`src/rtl/ex_muldiv_pkg.sv`:
```
// ex_muldiv_pkg
//   Shared types and operation-decode helpers for the iterative RV32M
//   multiply/divide unit.
//   - md_op_t    : RV32M funct3 encoding
//   - md_state_t : unit sequencing states
//   - is_div / is_signed_a / is_signed_b : operation classification
package ex_muldiv_pkg;

  typedef enum logic [2:0] {
    OP_MUL    = 3'b000,
    OP_MULH   = 3'b001,
    OP_MULHSU = 3'b010,
    OP_MULHU  = 3'b011,
    OP_DIV    = 3'b100,
    OP_DIVU   = 3'b101,
    OP_REM    = 3'b110,
    OP_REMU   = 3'b111
  } md_op_t;

  typedef enum logic [1:0] {
    IDLE = 2'd0,
    CALC = 2'd1,
    DONE = 2'd2
  } md_state_t;

  // funct3[2] separates the divide group from the multiply group.
  function automatic logic is_div(md_op_t op);
    return op[2];
  endfunction

  function automatic logic is_signed_a(md_op_t op);
    return (op == OP_MULH) || (op == OP_MULHSU) || (op == OP_DIV) || (op == OP_REM);
  endfunction

  function automatic logic is_signed_b(md_op_t op);
    return (op == OP_MULH) || (op == OP_DIV) || (op == OP_REM);
  endfunction

endpackage

```
`src/rtl/ex_muldiv_unit.sv`:
```
// ex_muldiv_unit
//   Iterative RV32M multiply/divide unit for the execute stage. One
//   shift-add (multiply) or restoring step (divide) per cycle on a shared
//   2*XLEN accumulator, operating on operand magnitudes; the sign is applied
//   when the result is registered.
// Ports:
//   clk, reset          : clock, synchronous active-high reset
//   md_start, md_op     : M-instruction valid in EX and its funct3
//   operand_a/operand_b : rs1/rs2 values (captured on acceptance)
//   flush               : abort any operation in progress
//   md_stall            : hold IF/ID/ID-EX while accepting or iterating
//   md_busy             : unit not idle
//   md_result           : registered result, meaningful with md_result_valid
//   md_result_valid     : one-cycle result strobe (DONE state)
module ex_muldiv_unit
  import ex_muldiv_pkg::*;
#(
  parameter int XLEN = 32
) (
  input  logic            clk,
  input  logic            reset,
  input  logic            md_start,
  input  logic [2:0]      md_op,
  input  logic [XLEN-1:0] operand_a,
  input  logic [XLEN-1:0] operand_b,
  input  logic            flush,
  output logic            md_stall,
  output logic            md_busy,
  output logic [XLEN-1:0] md_result,
  output logic            md_result_valid
);

  localparam int CW = $clog2(XLEN);
  localparam logic [XLEN-1:0] MIN_INT = {1'b1, {(XLEN-1){1'b0}}};

  md_state_t         state_reg, state_next;
  md_op_t            op_reg, op_next, op_in;
  logic              sa_reg, sa_next, sb_reg, sb_next;
  logic [CW-1:0]     cnt_reg, cnt_next;
  logic [XLEN-1:0]   mag_reg, mag_next;      // multiplicand or divisor magnitude
  logic [2*XLEN-1:0] acc_reg, acc_next;      // {hi, lo}: product, or {remainder, quotient}
  logic [XLEN-1:0]   result_reg, result_next;

  logic              sa_in, sb_in;
  logic [XLEN-1:0]   abs_a, abs_b;
  logic [XLEN:0]     mul_sum;
  logic [XLEN+1:0]   div_diff;
  logic [2*XLEN-1:0] step_mul, step_div, step;

  // Apply signs to the final accumulator contents and select the result word.
  function automatic logic [XLEN-1:0] final_result(md_op_t op, logic sa, logic sb,
                                                    logic [2*XLEN-1:0] acc);
    logic [2*XLEN-1:0] prod;
    logic [XLEN-1:0]   q, r;
    prod = (sa ^ sb) ? (2*XLEN)'(0) - acc : acc;
    q    = (sa ^ sb) ? XLEN'(0) - acc[XLEN-1:0] : acc[XLEN-1:0];
    r    = sa ? XLEN'(0) - acc[2*XLEN-1:XLEN] : acc[2*XLEN-1:XLEN];
    case (op)
      OP_MUL:           return prod[XLEN-1:0];
      OP_DIV, OP_DIVU:  return q;
      OP_REM, OP_REMU:  return r;
      default:          return prod[2*XLEN-1:XLEN];
    endcase
  endfunction

  // Operand decode for acceptance.
  always_comb begin
    op_in = md_op_t'(md_op);
    sa_in = is_signed_a(op_in) & operand_a[XLEN-1];
    sb_in = is_signed_b(op_in) & operand_b[XLEN-1];
    abs_a = sa_in ? XLEN'(0) - operand_a : operand_a;
    abs_b = sb_in ? XLEN'(0) - operand_b : operand_b;
  end

  // One iteration of each datapath on the shared accumulator.
  always_comb begin
    // Multiply: lo holds the remaining multiplier bits; add into hi, shift right.
    mul_sum  = {1'b0, acc_reg[2*XLEN-1:XLEN]} + (acc_reg[0] ? {1'b0, mag_reg} : {(XLEN+1){1'b0}});
    step_mul = {mul_sum, acc_reg[XLEN-1:1]};
    // Divide: shifted remainder needs XLEN+1 bits before the trial subtract.
    div_diff = {1'b0, acc_reg[2*XLEN-1:XLEN-1]} - {2'b00, mag_reg};
    step_div = div_diff[XLEN+1] ? {acc_reg[2*XLEN-2:0], 1'b0}
                                : {div_diff[XLEN-1:0], acc_reg[XLEN-2:0], 1'b1};
    step     = is_div(op_reg) ? step_div : step_mul;
  end

  // Next-state and datapath control.
  always_comb begin
    state_next  = state_reg;
    op_next     = op_reg;
    sa_next     = sa_reg;
    sb_next     = sb_reg;
    cnt_next    = cnt_reg;
    mag_next    = mag_reg;
    acc_next    = acc_reg;
    result_next = result_reg;
    case (state_reg)
      IDLE: begin
        if (md_start && !flush) begin
          op_next  = op_in;
          sa_next  = sa_in;
          sb_next  = sb_in;
          cnt_next = '0;
          if (is_div(op_in)) begin
            mag_next = abs_b;
            acc_next = {{XLEN{1'b0}}, abs_a};
          end else begin
            mag_next = abs_a;
            acc_next = {{XLEN{1'b0}}, abs_b};
          end
          if (is_div(op_in) && operand_b == '0) begin
            // Divide by zero: quotient all-ones, remainder is the dividend.
            state_next  = DONE;
            result_next = op_in[1] ? operand_a : '1;
          end else if ((op_in == OP_DIV || op_in == OP_REM) &&
                       operand_a == MIN_INT && operand_b == '1) begin
            // Signed overflow: quotient MIN_INT, remainder 0.
            state_next  = DONE;
            result_next = op_in[1] ? '0 : MIN_INT;
          end else begin
            state_next = CALC;
          end
        end
      end
      CALC: begin
        if (flush) begin
          state_next = IDLE;
        end else begin
          acc_next = step;
          cnt_next = cnt_reg + 1'b1;
          if (cnt_reg == CW'(XLEN-1)) begin
            // Register the result on the final step so it is ready in DONE.
            state_next  = DONE;
            cnt_next    = '0;
            result_next = final_result(op_reg, sa_reg, sb_reg, step);
          end
        end
      end
      default: state_next = IDLE;
    endcase
  end

  always_ff @(posedge clk) begin
    if (reset) begin
      state_reg  <= IDLE;
      op_reg     <= OP_MUL;
      sa_reg     <= 1'b0;
      sb_reg     <= 1'b0;
      cnt_reg    <= '0;
      mag_reg    <= '0;
      acc_reg    <= '0;
      result_reg <= '0;
    end else begin
      state_reg  <= state_next;
      op_reg     <= op_next;
      sa_reg     <= sa_next;
      sb_reg     <= sb_next;
      cnt_reg    <= cnt_next;
      mag_reg    <= mag_next;
      acc_reg    <= acc_next;
      result_reg <= result_next;
    end
  end

  assign md_stall        = ((state_reg == IDLE) && md_start && !flush) || (state_reg == CALC);
  assign md_busy         = (state_reg != IDLE);
  assign md_result       = result_reg;
  assign md_result_valid = (state_reg == DONE) && !flush;

endmodule
```
`config.mk`:
```
export PLATFORM = sky130hd
export DESIGN_NAME = ex_muldiv_unit
export DESIGN_NICKNAME = d
export VERILOG_FILES = /design/src/rtl/ex_muldiv_pkg.sv /design/src/rtl/ex_muldiv_unit.sv
export SDC_FILE = /design/constraint.sdc
export NUM_CORES = 1
export LEC_CHECK = 0
export ABC_AREA = 1
export CAP_MARGIN = 20
export CORE_MARGIN = 2
export CORE_UTILIZATION = 50
export DETAILED_ROUTE_END_ITERATION = 6
export GPL_TIMING_DRIVEN = 0
export PLACE_DENSITY = 0.68
export SYNTH_ARGS = -nofsm -noshare
export SYNTH_HDL_FRONTEND = slang
export SYNTH_SLANG_ARGS = --single-unit
```
`constraint.sdc`:
```
create_clock -name clk -period 5.2 [get_ports clk]
set_clock_uncertainty 0.15 [all_clocks]
set_input_delay 1.04 -clock clk [delete_from_list [all_inputs] [get_ports clk]]
set_output_delay 1.04 -clock clk [all_outputs]
set_load 0.05 [all_outputs]
```
Word level (Yosys, flattened, before mapping)
Index checks and enable logic that the tools add are counted.
Widths: inputs -> output; s select.
{"block": "totals", "reg_bits": 140, "latchBits": 0, "ram_bits": 0, "romBits": 0, "inputBits": 71, "output_inout_bits": 35, "wordCells": 95, "mem_count": 0}
{"block": "op_classes", "addsub": 8, "n_mul": 0, "n_div": 0, "magnitude_cmp": 0, "n_eq_ne": 18, "n_shift": 0, "muxes": 32, "n_bitwise": 3, "reduce_logical": 26}
{"cell": "$mux 32", "n": 14}
{"cell": "$mux 64", "n": 5}
{"cell": "$pmux 64 s2", "n": 1}
{"cell": "$sub 1x32->32 const A", "n": 4}
{"cell": "$pmux 32 s3", "n": 1}
{"cell": "$eq 32x32->1 const B", "n": 2}
{"cell": "$pmux 32 s2", "n": 1}
{"cell": "$sub 1x64->64 const A", "n": 1}
{"cell": "$sub 33x32->34", "n": 1}
{"cell": "$add 32x32->33", "n": 1}
{"cell": "$logic_not 32->1", "n": 1}
{"cell": "$eq 3x3->1 const B", "n": 6}
{"cell": "$mux 5", "n": 3}
{"cell": "$mux 2", "n": 5}
{"cell": "$pmux 5 s2", "n": 1}
{"cell": "$logic_and 1x1->1", "n": 7}
{"cell": "$logic_or 1x1->1", "n": 7}
{"cell": "$ne 2x2->1 const B", "n": 3}
{"cell": "$ne 3x3->1 const B", "n": 2}
{"cell": "$add 5x1->5 const B", "n": 1}
{"cell": "$eq 5x5->1 const B", "n": 1}
{"cell": "$reduce_and 5->1", "n": 1}
{"cell": "$pmux 2 s2", "n": 1}
{"cell": "$reduce_and 2->1", "n": 2}
{"cell": "other kinds (12)", "n": 15}

Logic depth before layout (Yosys ltp)
{"block": "logic_depth", "ltp_word": 9, "ltp_mapped": 35, "mapped_depth_nobuf": 35}

Worst setup path before layout
OpenSTA, ideal clock, no wires.
{"block": "synth_timing", "path_type": "reg2reg", "start": "register mag_reg[20]", "end": "register result_reg[28], in the netlist md_result[28]", "setup_time_ns": 0.120, "t_arrival_ns": 3.495, "t_required_ns": 4.930, "path_slack_ns": 1.435, "stages_incl_launch_ff": 34, "n_path_buf": 0, "period_less_slack_ns": 3.765, "path_cell_list": "dfxtp_1 > inv_1 > ha_1 > nand2_2 > inv_2 > nand2_1 > nand2_1 > a21oi_2 > nor2_2 > nor2_8 > nand2_4 > nand2_1 > o21ai_1 > inv_2 > ha_1 > nand3_1 > nor2_2 > nand4_1 > nor2_1 > nand4_2 > nor2_4 > nand2_1 > nor2_2 > nand2_1 > o21ai_2 > nand2_2 > clkinv_1 > nand2_1 > nand2_1 > nand3_1 > nand2_1 > inv_1 > nand2_1 > a21oi_1"}
{"block": "synth_between", "elab_chain_len": 9, "word_cells_on_any_way": 15, "cone_classes": "add/sub (5); mux (10)"}
{"item": "from (decl)", "line_no": "ex_muldiv_unit.sv:40", "source": "logic [XLEN-1:0] mag_reg, mag_next;"}
{"item": "from (signal assigned)", "line_no": "ex_muldiv_unit.sv:159", "source": "mag_reg <= mag_next;"}
{"item": "$sub 33x32->34 / $mux 32 (equally long branches)", "line_no": "ex_muldiv_unit.sv:81, ex_muldiv_unit.sv:78"}
{"item": "$mux 64 / $add 32x32->33 (equally long branches)", "line_no": "ex_muldiv_unit.sv:82, ex_muldiv_unit.sv:78"}
{"item": "$mux 64 *", "line_no": "ex_muldiv_unit.sv:84", "source": "step = is_div(op_reg) ? step_div : step_mul;"}
{"item": "$sub 1x64->64, or another cell as far along", "line_no": "ex_muldiv_unit.sv:55", "source": "prod = (sa ^ sb) ? (2*XLEN)'(0) - acc : acc;"}
{"item": "$mux 64, or another cell as far along", "line_no": "ex_muldiv_unit.sv:55"}
{"item": "$pmux 32 s3 *", "line_no": "ex_muldiv_unit.sv:58", "source": "case (op)"}
{"item": "$mux 32 *", "line_no": "ex_muldiv_unit.sv:131", "source": "if (cnt_reg == CW'(XLEN-1)) begin"}
{"item": "$mux 32 *", "line_no": "ex_muldiv_unit.sv:126", "source": "if (flush) begin"}
{"item": "$pmux 32 s2 *", "line_no": "ex_muldiv_unit.sv:97", "source": "case (state_reg)"}
{"item": "to (signal assigned)", "line_no": "ex_muldiv_unit.sv:161", "source": "result_reg <= result_next;"}
{"item": "to (decl)", "line_no": "ex_muldiv_unit.sv:42", "source": "logic [XLEN-1:0] result_reg, result_next;"}
Every way passes the cells marked *; elsewhere a longest branch is shown, timed or not. The select of a mux whose other input is x is not followed.
A chain may end at the register's enable or synchronous reset.

Worst setup path after layout
{"block": "layout_timing", "start": "register mag_reg[28]", "end": "register result_reg[16], in the netlist md_result[16]"}
{"block": "layout_between", "elab_chain_len": 9, "word_cells_on_any_way": 13, "cone_classes": "add/sub (4); mux (9)"}
{"item": "$sub 33x32->34 *", "line_no": "ex_muldiv_unit.sv:81", "source": "div_diff = {1'b0, acc_reg[2*XLEN-1:XLEN-1]} - {2'b00, mag_reg};"}
{"item": "$mux 64 *", "line_no": "ex_muldiv_unit.sv:82", "source": "step_div = div_diff[XLEN+1] ? {acc_reg[2*XLEN-2:0], 1'b0}"}
{"item": "$mux 64 *", "line_no": "ex_muldiv_unit.sv:84"}
{"item": "$sub 1x64->64, or another cell as far along", "line_no": "ex_muldiv_unit.sv:55"}
{"item": "$mux 64, or another cell as far along", "line_no": "ex_muldiv_unit.sv:55"}
{"item": "$pmux 32 s3 *", "line_no": "ex_muldiv_unit.sv:58"}
{"item": "$mux 32 *", "line_no": "ex_muldiv_unit.sv:131"}
{"item": "$mux 32 *", "line_no": "ex_muldiv_unit.sv:126"}
{"item": "$pmux 32 s2 *", "line_no": "ex_muldiv_unit.sv:97"}
Marks and branches as above.

==> impl_metrics.env <==
export IMPL_die_h_um=189.5
export IMPL_detail_route_wl_per_cell_um=23.01
export IMPL_worst_ir_drop_vdd_uv=218.3
export IMPL_drive_above_1_share=0.06834
export IMPL_fill_cells=3553
export IMPL_grt_first_pass_wirelength_um=123800
export IMPL_violations="design-rule violations, negative setup slack"
export IMPL_root_buffer="clkbuf_16"
export IMPL_tns_ns=-0.009840
export IMPL_final_min_clock_period_ns=5.210
export IMPL_layout_common_cells="nand2_1, inv_1, nor2_1"
export IMPL_n_antenna_cell=0
export IMPL_clockBufferDepth=2
export IMPL_yosysSeqAreaShare=0.1630
export IMPL_fp_dieW_um=189.5
export IMPL_synth_area_per_cell_um2=5.588
export IMPL_avgViaCountPerCell=6.104
export IMPL_required_ns=5.38
export IMPL_worstPathMaxFanout=8
export IMPL_outcome="finished, violations left"
export IMPL_final_cells=3667
export IMPL_synth_edf_count=0
export IMPL_critical_path_class="flip-flop to flip-flop"
export IMPL_slew_limit_headroom=0.3147
export IMPL_hp_class="flip-flop to flip-flop"
export IMPL_worstSetupStartpointType="flip-flop"
export IMPL_place_hpwl_um=69580
export IMPL_routed_top_layer="met4"
export IMPL_r2r_slack_ns=-0.01
export IMPL_postCtsHoldBufs=0
export IMPL_finalCritPeriodShare=1.002
export IMPL_grt_pass1_vias=20570
export IMPL_dr_pass1_iters=7
export IMPL_antenna_found_initial=2
export IMPL_drv_slew=0
export IMPL_setup_viol=1
export IMPL_wl_met1_um=31770
export IMPL_place_gp_congestion=1.112
export IMPL_r2r_end="md_result[16]"
export IMPL_die_area_um2=35900
export IMPL_numPortBuffers=102
export IMPL_final_common_cell="nand2_1"
export IMPL_whs_ns=0.3421
export IMPL_power_density_nw_per_um2=239.0
export IMPL_rr_startpoint="mag_reg[28]"
export IMPL_drc=3
export IMPL_synth_nets=3222
export IMPL_power_leakage_nw=9.680
export IMPL_utilization=0.5799
export IMPL_syn_area_um2=17200
export IMPL_fin_ws_ns=-0.009840
export IMPL_start_util=0.5104
export IMPL_reg2reg_depth=27
export IMPL_htree_levels=4
export IMPL_area_growth_pct=13.63
export IMPL_cts_sinks=140
export IMPL_vias=22380
export IMPL_arrival_ns=5.39
export IMPL_insertion_delay_ns=0.45
export IMPL_largest_register_ffs=64
export IMPL_wl_met2_um=33860
export IMPL_synth_flop_cell="dfxtp_1"
export IMPL_tightest_slew_ns=1.017
export IMPL_num_rows=67
export IMPL_drt_initial_drc_count=3381
export IMPL_grt_ovfl_total=0
export IMPL_coreArea_um2=33700
export IMPL_hold_violations=0
export IMPL_synth_cells=3078
export IMPL_synth_warnings=0
export IMPL_finalWirelength_um=84400
export IMPL_drtAntennaViolNets=0
export IMPL_dp_slack_ns=-0.3184
export IMPL_cts_buffers_inserted=17
export IMPL_synth_seq_cells=140
export IMPL_grt_max_degree=17
export IMPL_clkTransAtPathRegs_ns=0.07
export IMPL_fmax_mhz=191.9
export IMPL_grt_usage=0.4608
export IMPL_cap_violations=0
export IMPL_tritoncts="built"
export IMPL_crit_path_end_kind="flip-flop"
export IMPL_endpoint="md_result[16]"
export IMPL_dp_cells=3628
export IMPL_wl_met3_um=11540
export IMPL_crit_start="mag_reg[28]"
export IMPL_finalNetCount=3350
export IMPL_io_pins=106
export IMPL_async_reset_ff_frac=0
export IMPL_synth_cell_types=54
==> worst min path at each step <==
stage / startpoint / to / slack (ns) / cells past startpoint
2_1_floorplan: acc_reg[8] / acc_reg[8] / 0.31 / 2
3_3_place_gp: acc_reg[7] / acc_reg[7] / 0.33 / 2
3_5_place_dp: acc_reg[8] / acc_reg[8] / 0.33 / 2
4_1_cts: acc_reg[8] / acc_reg[8] / 0.34 / 2
5_1_grt: acc_reg[8] / acc_reg[8] / 0.37 / 2
6_report: acc_reg[8] / acc_reg[8] / 0.34 / 2
==> report_power, final <==
group	switching, mW	total [mW]	internal, mW
clock network	0.571	1.30	0.729
logic	1.56	2.18	0.619
registers	0.0552	1.19	1.13
total	2.19	4.67	2.48
==> worst max-delay path, stage by stage (launching register included) <==
cell      delay (ns)
dfxtp_1         0.51
inv_1           0.09
ha_1            0.39
inv_1           0.17
o21bai_1        0.11
o21ai_1         0.16
nand2_1         0.14
nor2_8          0.20
nand2_4         0.13
nand2_2         0.15
o21ai_2         0.13
inv_2           0.11
ha_1            0.19
nand3_1         0.18
nor2_4          0.16
nand4_1         0.14
nor2_1          0.19
nand4_2         0.16
nor2_4          0.15
nand2_1         0.12
nor2_4          0.13
nand2_1         0.11
o21ai_2         0.20
nand2_2         0.14
o21ai_0         0.22
nand3_1         0.21
nand3_1         0.26
a21oi_1         0.09
==> logic make-up after synthesis <==
kind of cell,synth area share
buffers and inverters,0.1357
adders and majority gates,0.05398
AOI/OAI and AO/OA,0.1961
and+or+nand+nor,0.4014
xor gates and xnor gates,0.04991
DFF,0.1630
==> layout make-up <==
class                      instances  area, um2  share of cell area
clock buffer                      18      429.2             0.02196
multi-input combinational       2348      12140              0.6211
tap                              448      560.5             0.02868
buffer                           120      571.8             0.02926
inverter                         470       1764             0.09027
clock inverter                    14      178.9            0.009155
timing repair buffer             109       1074             0.05493
sequential                       140       2826              0.1446
==> layer usage <==
| layer | vias up | track usage |
|---|---|---|
| met5 | - | 0 |
| met4 | 0 | 0.3199 |
| met3 | 417 | 0.1338 |
| met2 | 1693 | 0.6844 |
| met1 | 10060 | 0.5724 |
| li1 | 10210 | - |
==> through the flow <==
| step | area (um2) | power (mW) |
|---|---|---|
| final | 19540 | 4.671 |
| after global routing | 19540 | 4.832 |
| after CTS | 19410 | 4.513 |
| after detailed placement | 18780 | 3.241 |
| after global placement | 18780 | 3.222 |
| after floorplan | 17200 | 2.528 |
==> repair_timing <==
action	CTS	global route
pin swaps	0	6
setup endpoints to repair	13	27
endpoints found under the hold margin	0	0
setup buffers	0	7
gates resized for setup	8	35
==> synthesized netlist by cell type, drive strengths merged, types with 42 or more instances <==
cell type  instances  area, um2
a21oi            275       1395
dfxtp            140       2803
xor2              87      762.0
nand3            242       1361
nand4             56      362.8
o21ai            233       1174
nor2             306       1308
inv              466       1749
nand2            868       3331
ha                71      888.4
nor3              42      230.2
clkbuf            80      300.3
No activity file was read; power rests on OpenSTA's default activity.
